### src/rtl/qspi_bus_arbiter.sv
// qspi_bus_arbiter: shares one QSPI controller between the fetch and data ports.
// Round-robin on conflict, per-transaction timeout, enforced CS-high gap.
module qspi_bus_arbiter #(
    parameter int ADDR_W  = 24,
    parameter int CS_GAP  = 2,
    parameter int TIMEOUT = 1023
) (
    input  logic              clk,
    input  logic              rst,
    input  logic              f_req,
    input  logic [ADDR_W-1:0] f_addr,
    output logic              f_gnt,
    output logic              f_done,
    output logic              f_err,
    input  logic              d_req,
    input  logic [ADDR_W-1:0] d_addr,
    input  logic              d_we,
    input  logic              d_sel,
    input  logic [31:0]       d_wdata,
    output logic              d_gnt,
    output logic              d_done,
    output logic              d_err,
    output logic [31:0]       rdata,
    input  logic              m_ready,
    output logic              m_start,
    output logic [ADDR_W-1:0] m_addr,
    output logic              m_we,
    output logic [31:0]       m_wdata,
    output logic [1:0]        m_cs_sel,
    input  logic              m_done,
    input  logic [31:0]       m_rdata,
    output logic              m_abort
);

    localparam int TW = (TIMEOUT > 0) ? $clog2(TIMEOUT + 1) : 1;
    localparam int GW = (CS_GAP > 1) ? $clog2(CS_GAP) : 1;
    // Abort decision is taken in the TIMEOUT-th BUSY cycle so the pulse
    // lands TIMEOUT+1 cycles after m_start.
    localparam logic [TW-1:0] T_LAST = TW'((TIMEOUT > 0) ? TIMEOUT - 1 : 0);
    localparam logic [GW-1:0] G_LAST = GW'((CS_GAP > 0) ? CS_GAP - 1 : 0);

    typedef enum logic [1:0] {
        S_IDLE,
        S_ISSUE,
        S_BUSY,
        S_GAP
    } state_t;

    state_t state_q, state_d;

    logic [TW-1:0]     timer_q;
    logic [GW-1:0]     gap_q;
    logic              last_d_q;
    logic              own_d_q;
    logic              f_gnt_q, d_gnt_q;
    logic              f_done_q, f_err_q;
    logic              d_done_q, d_err_q;
    logic              m_abort_q;
    logic [31:0]       rdata_q;
    logic [ADDR_W-1:0] m_addr_q;
    logic              m_we_q;
    logic [31:0]       m_wdata_q;
    logic [1:0]        sel_q;

    logic pick_f, pick_d, bad_wr, fin_ok, fin_to;

    // State register.
    always_ff @(posedge clk) begin
        if (rst) begin
            state_q <= S_IDLE;
        end else begin
            state_q <= state_d;
        end
    end

    // Next state plus the arbitration and completion events it implies.
    always_comb begin
        state_d = state_q;
        pick_f  = 1'b0;
        pick_d  = 1'b0;
        bad_wr  = 1'b0;
        fin_ok  = 1'b0;
        fin_to  = 1'b0;
        unique case (state_q)
            S_IDLE: begin
                if (m_ready && (f_req || d_req)) begin
                    if (f_req && (!d_req || last_d_q)) begin
                        pick_f = 1'b1;
                    end else begin
                        pick_d = 1'b1;
                    end
                    bad_wr = pick_d && d_we && !d_sel;
                    if (!bad_wr) begin
                        state_d = S_ISSUE;
                    end else if (CS_GAP == 0) begin
                        state_d = S_IDLE;
                    end else begin
                        state_d = S_GAP;
                    end
                end
            end
            S_ISSUE: begin
                state_d = S_BUSY;
            end
            S_BUSY: begin
                if (m_done) begin
                    fin_ok = 1'b1;
                end else if (timer_q == T_LAST) begin
                    fin_to = 1'b1;
                end
                if (fin_ok || fin_to) begin
                    if (CS_GAP == 0) begin
                        state_d = S_IDLE;
                    end else begin
                        state_d = S_GAP;
                    end
                end
            end
            S_GAP: begin
                if (gap_q == G_LAST) begin
                    state_d = S_IDLE;
                end
            end
            default: state_d = S_IDLE;
        endcase
    end

    // Grant latching, completion pulses, timers and read-data capture.
    always_ff @(posedge clk) begin
        if (rst) begin
            timer_q   <= '0;
            gap_q     <= '0;
            last_d_q  <= 1'b1;
            own_d_q   <= 1'b0;
            f_gnt_q   <= 1'b0;
            d_gnt_q   <= 1'b0;
            f_done_q  <= 1'b0;
            f_err_q   <= 1'b0;
            d_done_q  <= 1'b0;
            d_err_q   <= 1'b0;
            m_abort_q <= 1'b0;
            rdata_q   <= '0;
            m_addr_q  <= '0;
            m_we_q    <= 1'b0;
            m_wdata_q <= '0;
            sel_q     <= 2'b00;
        end else begin
            f_done_q  <= fin_ok && !own_d_q;
            f_err_q   <= fin_to && !own_d_q;
            d_done_q  <= fin_ok && own_d_q;
            d_err_q   <= bad_wr || (fin_to && own_d_q);
            m_abort_q <= fin_to;
            if (pick_f || pick_d) begin
                last_d_q <= pick_d;
            end
            if (pick_f || (pick_d && !bad_wr)) begin
                own_d_q   <= pick_d;
                f_gnt_q   <= pick_f;
                d_gnt_q   <= pick_d;
                m_addr_q  <= pick_d ? d_addr : f_addr;
                m_we_q    <= pick_d && d_we;
                m_wdata_q <= pick_d ? d_wdata : 32'd0;
                sel_q     <= (pick_d && d_sel) ? 2'b10 : 2'b01;
            end
            if (fin_ok || fin_to) begin
                f_gnt_q <= 1'b0;
                d_gnt_q <= 1'b0;
            end
            if (fin_ok) begin
                rdata_q <= m_rdata;
            end
            if (state_q == S_ISSUE) begin
                timer_q <= '0;
            end else if (state_q == S_BUSY) begin
                timer_q <= timer_q + 1'b1;
            end
            if (state_q == S_GAP) begin
                gap_q <= gap_q + 1'b1;
            end else begin
                gap_q <= '0;
            end
        end
    end

    // Controller-facing strobes decoded from the current state.
    always_comb begin
        m_start  = (state_q == S_ISSUE);
        m_cs_sel = 2'b00;
        if (state_q == S_ISSUE || state_q == S_BUSY) begin
            m_cs_sel = sel_q;
        end
    end

    assign f_gnt   = f_gnt_q;
    assign d_gnt   = d_gnt_q;
    assign f_done  = f_done_q;
    assign f_err   = f_err_q;
    assign d_done  = d_done_q;
    assign d_err   = d_err_q;
    assign m_abort = m_abort_q;
    assign rdata   = rdata_q;
    assign m_addr  = m_addr_q;
    assign m_we    = m_we_q;
    assign m_wdata = m_wdata_q;

endmodule

### config.mk
export PLATFORM = sky130hd
export DESIGN_NAME = qspi_bus_arbiter
export DESIGN_NICKNAME = d
export VERILOG_FILES = /design/src/rtl/qspi_bus_arbiter.sv
export SDC_FILE = /design/constraint.sdc
export NUM_CORES = 1
export LEC_CHECK = 0
export BUFFER_PORTS_ARGS = -buffer_cell sky130_fd_sc_hd__clkbuf_2
export CORE_MARGIN = 2
export CORE_UTILIZATION = 34
export CTS_BUF_LIST = sky130_fd_sc_hd__clkbuf_2
export DETAILED_ROUTE_END_ITERATION = 12
export MAX_ROUTING_LAYER = met4
export PLACE_DENSITY = 0.63
export RECOVER_POWER = 25
export SLEW_MARGIN = 20
export SYNTH_ARGS = -nofsm -noshare
export SYNTH_HDL_FRONTEND = slang
export SYNTH_SLANG_ARGS = --single-unit
### constraint.sdc
create_clock -name clk -period 2.4 [get_ports clk]
set_input_delay 0.12 -clock clk [delete_from_list [all_inputs] [get_ports clk]]
set_output_delay 0.12 -clock clk [all_outputs]
set_load 0.1 [all_outputs]
==> load_flow_metrics.sql, run 1 <==
INSERT INTO impl_metrics (metric_group, metric, value, unit) VALUES
('pwr', 'post-layout-total-power', '0.00642', 'W'),
('timing', 'fmax', '455', 'MHz'),
('synthesis', 'yosys_warnings', '0', ''),
('global_routing', 'antenna_found_initial', '0', ''),
('placement', 'detailed_place_hpwl', '8490', 'µm'),
('placement', 'detailed_place.area', '0.00557', 'mm²'),
('detailed_routing', 'detail_route.vias_per_cell', '4.83', ''),
('cells_and_area', 'drive_above_1_share', '28.3', '%'),
('floorplan', 'initial_utilization', '34.8', '%'),
('detailed_routing', 'antenna_nets_post_route', '0', ''),
('outcome', 'run_status', 'completed', ''),
('setup_path', 'setup.worst_path.class', 'reg -> out', ''),
('timing', 'slew_limit_fails', '0', ''),
('setup_path', 'crit_arrival', '2080', 'ps'),
('timing', 'finalCritPeriodShare', '91.6', '%'),
('cells_and_area', 'n_fill_cell', '1116', ''),
('synthesis', 'synth-compound-area-share', '24.1', '%'),
('min_path', 'kind_of_path_behind_the_tightest_hold_check', 'in -> reg', ''),
('synthesis', 'edff_count_synth', '0', ''),
('timing', 'worst_slew_margin_rel', '17.9', '%'),
('synthesis', 'mappedNetlistArea', '0.00437', 'mm²'),
('clocking', 'cts_num_sinks', '113', ''),
('global_routing', 'grt_max_degree', '65', ''),
('placement', 'final_gp_congestion', '0.824', ''),
('job', 'timing.max_cap.violations', '0', ''),
('floorplan', 'die_width', '117', 'µm'),
('placement', 'buffer_ports.inserted', '218', ''),
('global_routing', 'track_usage', '20.7', '%'),
('timing', 'finalHoldViolCount', '0', ''),
('setup_path', 'r2r-start', 'state_q[0]', ''),
('clocking', 'clock_tree_buffer_depth', '2', ''),
('floorplan', 'die_height', '117', 'µm'),
('detailed_routing', 'detail_route.first_pass.iterations', '4', ''),
('synthesis', 'seq_area_frac_synth', '51.7', '%'),
('detailed_routing', 'remaining_drc_errors', '0', ''),
('setup_path', 'reg2reg_setup_slack', '210', 'ps'),
('timing', 'finClkSkew', '24.2', 'ps'),
('synthesis', 'postSynthCellCount', '451', ''),
('cells_and_area', 'mostFrequentLayoutCell', 'sky130_fd_sc_hd__clkbuf_2', ''),
('setup_path', 'critical_path.reg2reg.endpoint', 'rdata[26]', ''),
('clocking', 'post_cts.repair.setup_buffers', '0', ''),
('synthesis', 'synth_xor_area_share', '1.80', '%'),
('timing', 'timing.setup.tns', '0', 'ps'),
('synthesis', 'post_synth_num_cell_types', '38', ''),
('detailed_routing', 'detail_route.wirelength', '14000', 'µm'),
('setup_path', 'cp-start-kind', 'register', ''),
('timing', 'timing.final.setup_violations', '0', ''),
('cells_and_area', 'area.growth.synth_to_final', '59.7', '%'),
('detailed_routing', 'detailroute.via_count', '4679', ''),
('clocking', 'clk_transition_reported_paths', '180', 'ps'),
('floorplan', 'placementRows', '41', ''),
('setup_path', 'critical_path.slowest_cell', 'sky130_fd_sc_hd__clkbuf_2', ''),
('clocking', 'clock_tree_root_driver_cell', 'sky130_fd_sc_hd__clkbuf_2', ''),
('setup_path', 'worstSetupEndpointType', 'output port', ''),
('global_routing', 'vias_in_the_first_global_route', '4847', ''),
('synthesis', 'post_synth_adder_cell_area', '1.72', '%'),
('setup_path', 'reg2reg_depth', '7', ''),
('global_routing', 'grt_overflow', '0', ''),
('pwr', 'power_per_cell_area', '919', 'mW/mm²'),
('timing', 'hold_ws', '198', 'ps'),
('setup_path', 'timing.critical_path.from', 'state_q[1]', ''),
('synthesis', 'post_synthesis_register_bit_count', '113', ''),
('setup_path', 'required', '2280', 'ps'),
('cells_and_area', 'diodes', '0', ''),
('detailed_routing', 'drt-initial-drc-count', '258', ''),
('clocking', 'worstSkewPairLatency', '650', 'ps'),
('floorplan', 'core', '0.0126', 'mm²'),
('timing', 'worst_slew_pin_slew', '1240', 'ps'),
('cells_and_area', 'most-common-layout-cells', '193 x sky130_fd_sc_hd__clkbuf_2, 125 x sky130_fd_sc_hd__dlygate4sd3_1, 113 x sky130_fd_sc_hd__dfxtp_1', ''),
('placement', 'pre_cts_ws', '186', 'ps'),
('setup_path', 'worst_setup_path_endpoint', 'm_cs_sel[1]', '');
## layout make-up
cell class                      instances  area (µm²)  area share [%]
Clock buffer                           17        85.1            1.22
Inverter                                5        18.8           0.269
Sequential cell                       113        2260            32.4
Multi-Input combinational cell        295        1890            27.1
Tap cell                              172         215            3.08
Timing Repair Buffer                  354        2380            34.2
Clock inverter                         12         121            1.74
## worst min-delay path by stage
stage	startpoint	end	slack (ps)	cells after the start
floorplan	m_rdata[22]	rdata[22]	250	1
global placement	m_rdata[15]	rdata[15]	330	2
detailed placement	m_rdata[7]	rdata[7]	340	2
CTS	m_rdata[0]	rdata[0]	130	3
global route	m_rdata[15]	rdata[15]	110	3
finish	m_rdata[1]	rdata[1]	200	3
## power by group
part	total, W	switching [W]	internal [W]
Combinational	0.00298	0.00228	0.000694
Sequential	0.00226	0.000145	0.00212
Clock	0.00118	0.000731	0.000445
Total	0.00642	0.00316	0.00326
## logic make-up (layout without fill, tap and decap cells)
group                      Yosys count  in the layout
and+or+nand+nor                     91             91
xor gates and xnor gates             9              9
buffers and inverters               43            388
DFF                                113            113
AOI/OAI and AO/OA                  165            165
adders and majority gates            6              6
muxes                               24             24
## synth_stat cells, drive strengths merged (5+ instances only)
library cell	number	area, µm²
a21oi	65	329
a211oi	27	223
o21ai	35	175
xor2	8	70.1
inv	5	18.8
dfxtp	113	2260
nor2	17	66.3
nor3	5	25.0
buf	17	133
a22o	32	280
mux2i	24	240
and2	5	33.8
nand2	39	146
ha	6	75.1
clkbuf	21	78.8
## metal layers
metal	wire (µm)	share of wire, %	vias to the layer above	GRT usage (%)
li1	-	-	2283	-
met1	5860	42	2164	23.6
met2	7030	50	189	34.7
met3	697	5.0	43	4.86
met4	418	3.0	0	9.04
met5	0	0	-	-
## per-stage QoR
step | std cells | util, %
finish | 968 | 55.6
global route | 968 | 55.6
CTS | 968 | 55.9
detailed placement | 814 | 44.3
global placement | 814 | 44.3
floorplan | 451 | -
## state kept, by name (all words and copies together) (netlist names)
register / flops
sel_q: 2
m_wdata: 32
rdata: 32
f_err: 1
timer_q: 10
state_q: 2
own_d_q: 1
f_done: 1
d_done: 1
gap_q: 1
d_err: 1
f_gnt: 1
d_gnt: 1
last_d_q: 1
m_abort: 1
m_addr: 24
m_we: 1
## worst max-delay path, delay by kind of cell, from the launching register on
kind	cells	cell delay, ps
adders and majority gates	1	340
buffers and inverters	2	540
DFF	1	410
and+or+nand+nor	1	140
## what timing repair did
action | 4_1_cts | 5_1_grt
hold endpoints to repair | 101 | 0
resized for setup | 0 | 0
endpoints found under the setup margin | 0 | 0
hold buffers | 125 | 0
No activity file was read; power rests on OpenSTA's default activity.
==> inputs of run 2 (changes only) <==
--- a/config.mk
+++ b/config.mk
@@ -11,7 +11,7 @@
 export CTS_BUF_LIST = sky130_fd_sc_hd__clkbuf_2
 export DETAILED_ROUTE_END_ITERATION = 12
 export MAX_ROUTING_LAYER = met4
-export PLACE_DENSITY = 0.63
+export PLACE_DENSITY = 0.66
 export RECOVER_POWER = 25
 export SLEW_MARGIN = 20
 export SYNTH_ARGS = -nofsm -noshare
==> constraint.sdc (replaced) <==
create_clock -name clk -period 1.8 [get_ports clk]
set_input_delay 0.09 -clock clk [delete_from_list [all_inputs] [get_ports clk]]
set_output_delay 0.09 -clock clk [all_outputs]
set_load 0.1 [all_outputs]
==> load_flow_metrics.sql, run 2 (same netlist as run 1, synthesis figures left out) <==
INSERT INTO impl_metrics (metric_group, metric, value, unit) VALUES
('setup_path', 'critical_path.slowest_cell', 'sky130_fd_sc_hd__dfxtp_2', ''),
('pwr', 'post-layout-total-power', '0.00882', 'W'),
('pwr', 'power_leakage', '3.17', 'nW'),
('timing', 'worst_slew_pin_slew', '600', 'ps'),
('clocking', 'inserted_clock_buffers', '17', ''),
('timing', 'timing.final.setup_violations', '0', ''),
('placement', 'final_gp_congestion', '0.798', ''),
('setup_path', 'worstSetupEndpointType', 'output port', ''),
('min_path', 'kind_of_path_behind_the_tightest_hold_check', 'in -> reg', ''),
('placement', 'detailed_place_hpwl', '8730', 'µm'),
('floorplan', 'die_height', '117', 'µm'),
('floorplan', 'core', '0.0126', 'mm²'),
('timing', 'fmax', '582', 'MHz'),
('cells_and_area', 'n_fill_cell', '1073', ''),
('global_routing', 'grt_pass1_wl', '23300', 'µm'),
('global_routing', 'grt_max_degree', '49', ''),
('cells_and_area', 'drive_above_1_share', '35.7', '%'),
('detailed_routing', 'detail_route.first_pass.iterations', '6', ''),
('setup_path', 'required', '1710', 'ps'),
('job', 'timing.max_cap.violations', '0', ''),
('timing', 'slew_limit_fails', '0', ''),
('floorplan', 'placementRows', '41', ''),
('cells_and_area', 'multiInputGateArea', '0.00192', 'mm²'),
('detailed_routing', 'detailroute.via_count', '4825', ''),
('timing', 'final.min_clock_period', '1720', 'ps'),
('clocking', 'tritoncts_clock_tree', 'yes', ''),
('min_path', 'hold-path-endpoint', 'rdata[10]', ''),
('setup_path', 'worstPathCellList', 'inv_2 > ha_4 > and2_4 > buf_12', ''),
('floorplan', 'die_width', '117', 'µm'),
('cells_and_area', 'final_net_count', '915', ''),
('floorplan', 'design.die.area', '0.0138', 'mm²'),
('clocking', 'cts_num_sinks', '113', ''),
('setup_path', 'setup.worst_path.class', 'reg -> out', ''),
('min_path', 'worst_hold_path.num_cells', '3', ''),
('outcome', 'run_status', 'completed', ''),
('global_routing', 'antenna_found_initial', '0', ''),
('setup_path', 'crit_arrival', '1630', 'ps'),
('timing', 'final_critical_path_setup_slack', '81.0', 'ps'),
('timing', 'finalCritPeriodShare', '95.5', '%'),
('global_routing', 'grt_overflow', '0', ''),
('clocking', 'ctsHtreeMaxLevel', '4', ''),
('detailed_routing', 'remaining_drc_errors', '0', ''),
('cells_and_area', 'diodes', '0', ''),
('clocking', 'clock_tree_buffer_depth', '2', ''),
('global_routing', 'track_usage', '21.4', '%'),
('cells_and_area', 'most-common-layout-cells', '232 x sky130_fd_sc_hd__clkbuf_2, 121 x sky130_fd_sc_hd__dlygate4sd3_1, 111 x sky130_fd_sc_hd__dfxtp_1', ''),
('setup_path', 'reg2reg_depth', '6', ''),
('setup_path', 'r2r-start', 'state_q[0]', ''),
('detailed_routing', 'antenna_nets_post_route', '0', ''),
('detailed_routing', 'drt-wirelength-per-cell', '15.1', 'µm'),
('placement', 'buffer_ports.inserted', '218', ''),
('timing', 'finalHoldViolCount', '0', ''),
('detailed_routing', 'detail_route.vias_per_cell', '4.95', ''),
('setup_path', 'critical_path.reg2reg.endpoint', 'f_done', ''),
('clocking', 'worstSkewPairLatency', '640', 'ps'),
('pwr', 'ir_worst_vdd', '0.000632', 'V'),
('pwr', 'power_per_cell_area', '1230', 'mW/mm²'),
('placement', 'detailed_place.area', '0.00569', 'mm²'),
('min_path', 'worstHoldStart', 'm_rdata[10]', ''),
('floorplan', 'initial_utilization', '34.8', '%'),
('cells_and_area', 'design_area', '0.00719', 'mm²'),
('global_routing', 'vias_in_the_first_global_route', '4876', ''),
('cells_and_area', 'mostFrequentLayoutCell', 'sky130_fd_sc_hd__clkbuf_2', ''),
('floorplan', 'io_pins', '219', ''),
('timing', 'finClkSkew', '36.0', 'ps'),
('detailed_routing', 'detail_route.wirelength', '14800', 'µm'),
('setup_path', 'reg2reg_setup_slack', '110', 'ps'),
('setup_path', 'cp-start-kind', 'register', ''),
('clocking', 'clk_transition_reported_paths', '210', 'ps'),
('timing', 'worst_slew_margin_rel', '59.9', '%'),
('clocking', 'clock_tree_root_driver_cell', 'sky130_fd_sc_hd__clkbuf_2', ''),
('setup_path', 'critPathMaxStageDelay', '370', 'ps'),
('timing', 'grt_setup_unrepaired', 'true', ''),
('cells_and_area', 'area.growth.synth_to_final', '64.5', '%'),
('detailed_routing', 'drt-initial-drc-count', '286', ''),
('placement', 'pre_cts_ws', '-228', 'ps'),
('cells_and_area', 'area.sequential', '0.00226', 'mm²'),
('setup_path', 'crit_path_max_fanout', '3', '');
==> run 2: changes by cell type in the layout (fill, tap and decap cells not counted), moves of 3 or more <==
cell,change
sky130_fd_sc_hd__dlygate4sd3_1,-4
sky130_fd_sc_hd__clkbuf_2,+39
sky130_fd_sc_hd__inv_6,+4
sky130_fd_sc_hd__clkinv_4,+3
sky130_fd_sc_hd__clkbuf_1,-41
sky130_fd_sc_hd__buf_12,+7
==> run 2: worst max-delay path by stage <==
stage                          start           to  slack, ps  cells past startpoint
after floorplan           state_q[0]   m_addr[10]         90                      9
after global placement    state_q[0]    m_addr[5]       -130                      6
after global routing      state_q[0]  m_cs_sel[0]        -60                      4
after detailed placement  state_q[0]   m_addr[10]       -230                      6
after CTS                 state_q[0]  m_cs_sel[0]       -0.2                      4
final                     state_q[1]  m_cs_sel[0]         80                      4
==> run 2: through the flow <==
step                      hold WS [ps]  utilization (%)  cells  TNS, ps
after global routing              93.1             57.2    974     -115
after floorplan                    216                -    451        0
after detailed placement           307             45.3    821    -4940
final                              177             57.2    974        0
after CTS                          109             57.2    974   -0.226
after global placement             299             45.3    821    -3070
==> run 2: metal layers <==
layer / up-vias / share of wire (%) / global-route usage, % / wire length (µm)
met1: 2235 / 40 / 22.7 / 5830
met4: 0 / 3.4 / 10.7 / 505
met2: 244 / 51 / 36.8 / 7520
li1: 2297 / - / - / -
met5: - / 0 / - / 0
met3: 49 / 6.1 / 5.84 / 899
==> run 2: timing repair <==
action / CTS / global route
hold buffers: 121 / 0
pin swaps: 2 / 3
endpoints found under the setup margin: 27 / 3
buffers inserted: 0 / 0
endpoints found under the hold margin: 102 / 0
gates resized for setup: 16 / 3
==> run 2: worst max-delay path, delay by kind of cell (launching register included) <==
kind                       cells  cell delay, ps
DFF                            1             370
and+or+nand+nor                1             150
buffers and inverters          2             210
adders and majority gates      1             280
==> run 2: power by group <==
part | switching (W) | internal, W
registers | 0.000196 | 0.00283
clock network | 0.00106 | 0.000508
logic | 0.00309 | 0.00113
==> run 2: layout make-up <==
class | instances | area share, %
Multi-Input combinational cell | 295 | 26.7
Timing Repair Buffer | 357 | 35.5
Sequential cell | 113 | 31.5
Clock buffer | 17 | 1.18
Inverter | 5 | 0.261
Clock inverter | 15 | 1.88
Tap cell | 172 | 2.99
==> inputs of run 3 (changes only) <==
--- a/config.mk
+++ b/config.mk
@@ -11,7 +11,7 @@
 export CTS_BUF_LIST = sky130_fd_sc_hd__clkbuf_2
 export DETAILED_ROUTE_END_ITERATION = 12
 export MAX_ROUTING_LAYER = met4
-export PLACE_DENSITY = 0.66
+export PLACE_DENSITY = 0.63
 export RECOVER_POWER = 25
 export SLEW_MARGIN = 20
 export SYNTH_ARGS = -nofsm -noshare
==> constraint.sdc (replaced) <==
create_clock -name clk -period 2 [get_ports clk]
set_input_delay 0.1 -clock clk [delete_from_list [all_inputs] [get_ports clk]]
set_output_delay 0.1 -clock clk [all_outputs]
set_load 0.1 [all_outputs]
==> load_flow_metrics.sql, run 3 (same netlist as run 1, synthesis figures left out) <==
INSERT INTO impl_metrics (metric_group, metric, value, unit) VALUES
('timing', 'fmax', '533', 'MHz'),
('detailed_routing', 'drt-initial-drc-count', '261', ''),
('clocking', 'clock_tree_buffer_depth', '2', ''),
('timing', 'finalCritPeriodShare', '93.7', '%'),
('floorplan', 'core', '0.0126', 'mm²'),
('timing', 'final.min_clock_period', '1870', 'ps'),
('pwr', 'power_per_cell_area', '1110', 'mW/mm²'),
('pwr', 'power_report.internal_total', '0.00399', 'W'),
('cells_and_area', 'final_net_count', '912', ''),
('timing', 'finalHoldViolCount', '0', ''),
('timing', 'timing.final.setup_violations', '0', ''),
('detailed_routing', 'detail_route.first_pass.iterations', '5', ''),
('setup_path', 'critPathMaxStageDelay', '390', 'ps'),
('min_path', 'worst_hold_path.num_cells', '4', ''),
('setup_path', 'setup.worst_path.class', 'reg -> out', ''),
('timing', 'worst_slew_margin_rel', '61.9', '%'),
('timing', 'grt_setup_unrepaired', 'false', ''),
('pwr', 'power.share.combinational', '46.5', '%'),
('cells_and_area', 'post-route-util', '56.2', '%'),
('clocking', 'worstSkewPairLatency', '620', 'ps'),
('setup_path', 'worstSetupEndpointType', 'output port', ''),
('detailed_routing', 'antenna_nets_post_route', '0', ''),
('detailed_routing', 'detail_route.wirelength', '14300', 'µm'),
('cells_and_area', 'area.growth.synth_to_final', '61.6', '%'),
('setup_path', 'crit_path_max_fanout', '3', ''),
('global_routing', 'track_usage', '20.8', '%'),
('cells_and_area', 'mostFrequentLayoutCell', 'sky130_fd_sc_hd__clkbuf_2', ''),
('floorplan', 'initial_utilization', '34.8', '%'),
('setup_path', 'reg2reg_depth', '6', ''),
('global_routing', 'grt_pass1_wl', '23000', 'µm'),
('clocking', 'cts_num_sinks', '113', ''),
('timing', 'timing.setup.tns', '0', 'ps'),
('timing', 'worst_slew_pin_slew', '571', 'ps'),
('outcome', 'run_status', 'completed', ''),
('floorplan', 'die_height', '117', 'µm'),
('global_routing', 'vias_in_the_first_global_route', '4873', ''),
('global_routing', 'grt_overflow', '0', ''),
('pwr', 'power.switching_fraction', '48.9', '%'),
('cells_and_area', 'diodes', '0', ''),
('detailed_routing', 'remaining_drc_errors', '0', ''),
('setup_path', 'cp-start-kind', 'register', ''),
('job', 'timing.max_cap.violations', '0', ''),
('pwr', 'ir_worst_vdd', '0.000503', 'V'),
('setup_path', 'worstPathCellList', 'inv_1 > ha_1 > and2_1 > buf_8', ''),
('global_routing', 'antenna_found_initial', '0', ''),
('detailed_routing', 'detail_route.vias_per_cell', '4.87', ''),
('clocking', 'post_cts.repair.setup_buffers', '0', ''),
('floorplan', 'die_width', '117', 'µm'),
('pwr', 'pwr-share-seq', '34.7', '%'),
('floorplan', 'placementRows', '41', ''),
('pwr', 'switchingPower', '0.00383', 'W'),
('clocking', 'tritoncts_clock_tree', 'yes', ''),
('setup_path', 'critical_path.slowest_cell', 'sky130_fd_sc_hd__dfxtp_1', ''),
('cells_and_area', 'most-common-layout-cells', '234 x sky130_fd_sc_hd__clkbuf_2, 121 x sky130_fd_sc_hd__dlygate4sd3_1, 112 x sky130_fd_sc_hd__dfxtp_1', ''),
('global_routing', 'grt_max_degree', '42', ''),
('setup_path', 'crit_arrival', '1770', 'ps'),
('clocking', 'inserted_clock_buffers', '17', ''),
('placement', 'detailed_place_hpwl', '8660', 'µm'),
('placement', 'final_gp_congestion', '0.854', ''),
('timing', 'hold_ws', '91.4', 'ps'),
('clocking', 'clk_transition_reported_paths', '150', 'ps'),
('pwr', 'power_leakage', '3.13', 'nW'),
('cells_and_area', 'n_fill_cell', '1071', ''),
('floorplan', 'design.die.area', '0.0138', 'mm²'),
('timing', 'finClkSkew', '28.7', 'ps'),
('cells_and_area', 'drive_above_1_share', '34.5', '%'),
('min_path', 'kind_of_path_behind_the_tightest_hold_check', 'in -> reg', ''),
('pwr', 'pwr-share-clk', '18.8', '%'),
('timing', 'slew_limit_fails', '0', ''),
('setup_path', 'required', '1900', 'ps'),
('clocking', 'ctsHtreeMaxLevel', '4', ''),
('floorplan', 'io_pins', '219', ''),
('clocking', 'clock_tree_root_driver_cell', 'sky130_fd_sc_hd__clkbuf_2', ''),
('detailed_routing', 'detailroute.via_count', '4733', ''),
('placement', 'buffer_ports.inserted', '218', ''),
('detailed_routing', 'drt-wirelength-per-cell', '14.7', 'µm'),
('setup_path', 'reg2reg_setup_slack', '140', 'ps');
run 3: worst paths after layout:
path | start | to
min reg2reg | f_gnt | f_gnt
min | d_req | f_gnt
max reg2reg | state_q[1] | m_addr[4]
max | state_q[0] | m_cs_sel[0]
run 3: layout make-up:
cell class / count / area, µm² / area share (%)
multi-input cells: 296 / 1900 / 26.9
inverters: 5 / 18.8 / 0.266
clock inverters: 14 / 141 / 2.00
clock buffers: 18 / 90.1 / 1.27
repair buffers: 353 / 2440 / 34.5
flip-flops and latches: 113 / 2260 / 32.0
well taps: 172 / 215 / 3.05
run 3: critical path, delay by kind of cell, from the launching register on:
kind          cells  cell delay, ps
simple gates      1             170
flops             1             390
buf+inv           2             280
fa+ha+maj         1             330
run 3: power by group through the flow:
| stage | Combinational (W) | Clock (W) | Sequential, W |
|---|---|---|---|
| after floorplan | 0.00107 | 0 | 0.00446 |
| after global placement | 0.00335 | 0 | 0.00275 |
| after detailed placement | 0.00340 | 0 | 0.00275 |
| after CTS | 0.00360 | 0.00153 | 0.00271 |
| after global routing | 0.00381 | 0.00162 | 0.00275 |
| final | 0.00364 | 0.00147 | 0.00271 |
run 3: per-layer routing:
metal	track usage [%]	wire length [µm]	vias up
met4	8.51	379	0
met2	35.4	7160	188
li1	-	-	2299
met5	-	0	-
met1	23.1	5980	2207
met3	5.50	760	39
run 3: stage by stage:
step	power (W)	area, µm²	worst slack, ps	cells
2_1_floorplan	0.00553	4370	120	451
3_3_place_gp	0.00609	5590	287	817
4_1_cts	0.00784	7050	34.3	970
5_1_grt	0.00818	7070	7.23	971
3_5_place_dp	0.00615	5590	175	817
6_report	0.00782	7070	125	971
run 3: what timing repair did:
| item | CTS | global route |
|---|---|---|
| gates cloned | 0 | 1 |
| endpoints found under the setup margin | 2 | 11 |
| hold endpoints to repair | 110 | 0 |
| hold buffers | 121 | 0 |
| pin swaps | 0 | 1 |
| resized for setup | 4 | 5 |
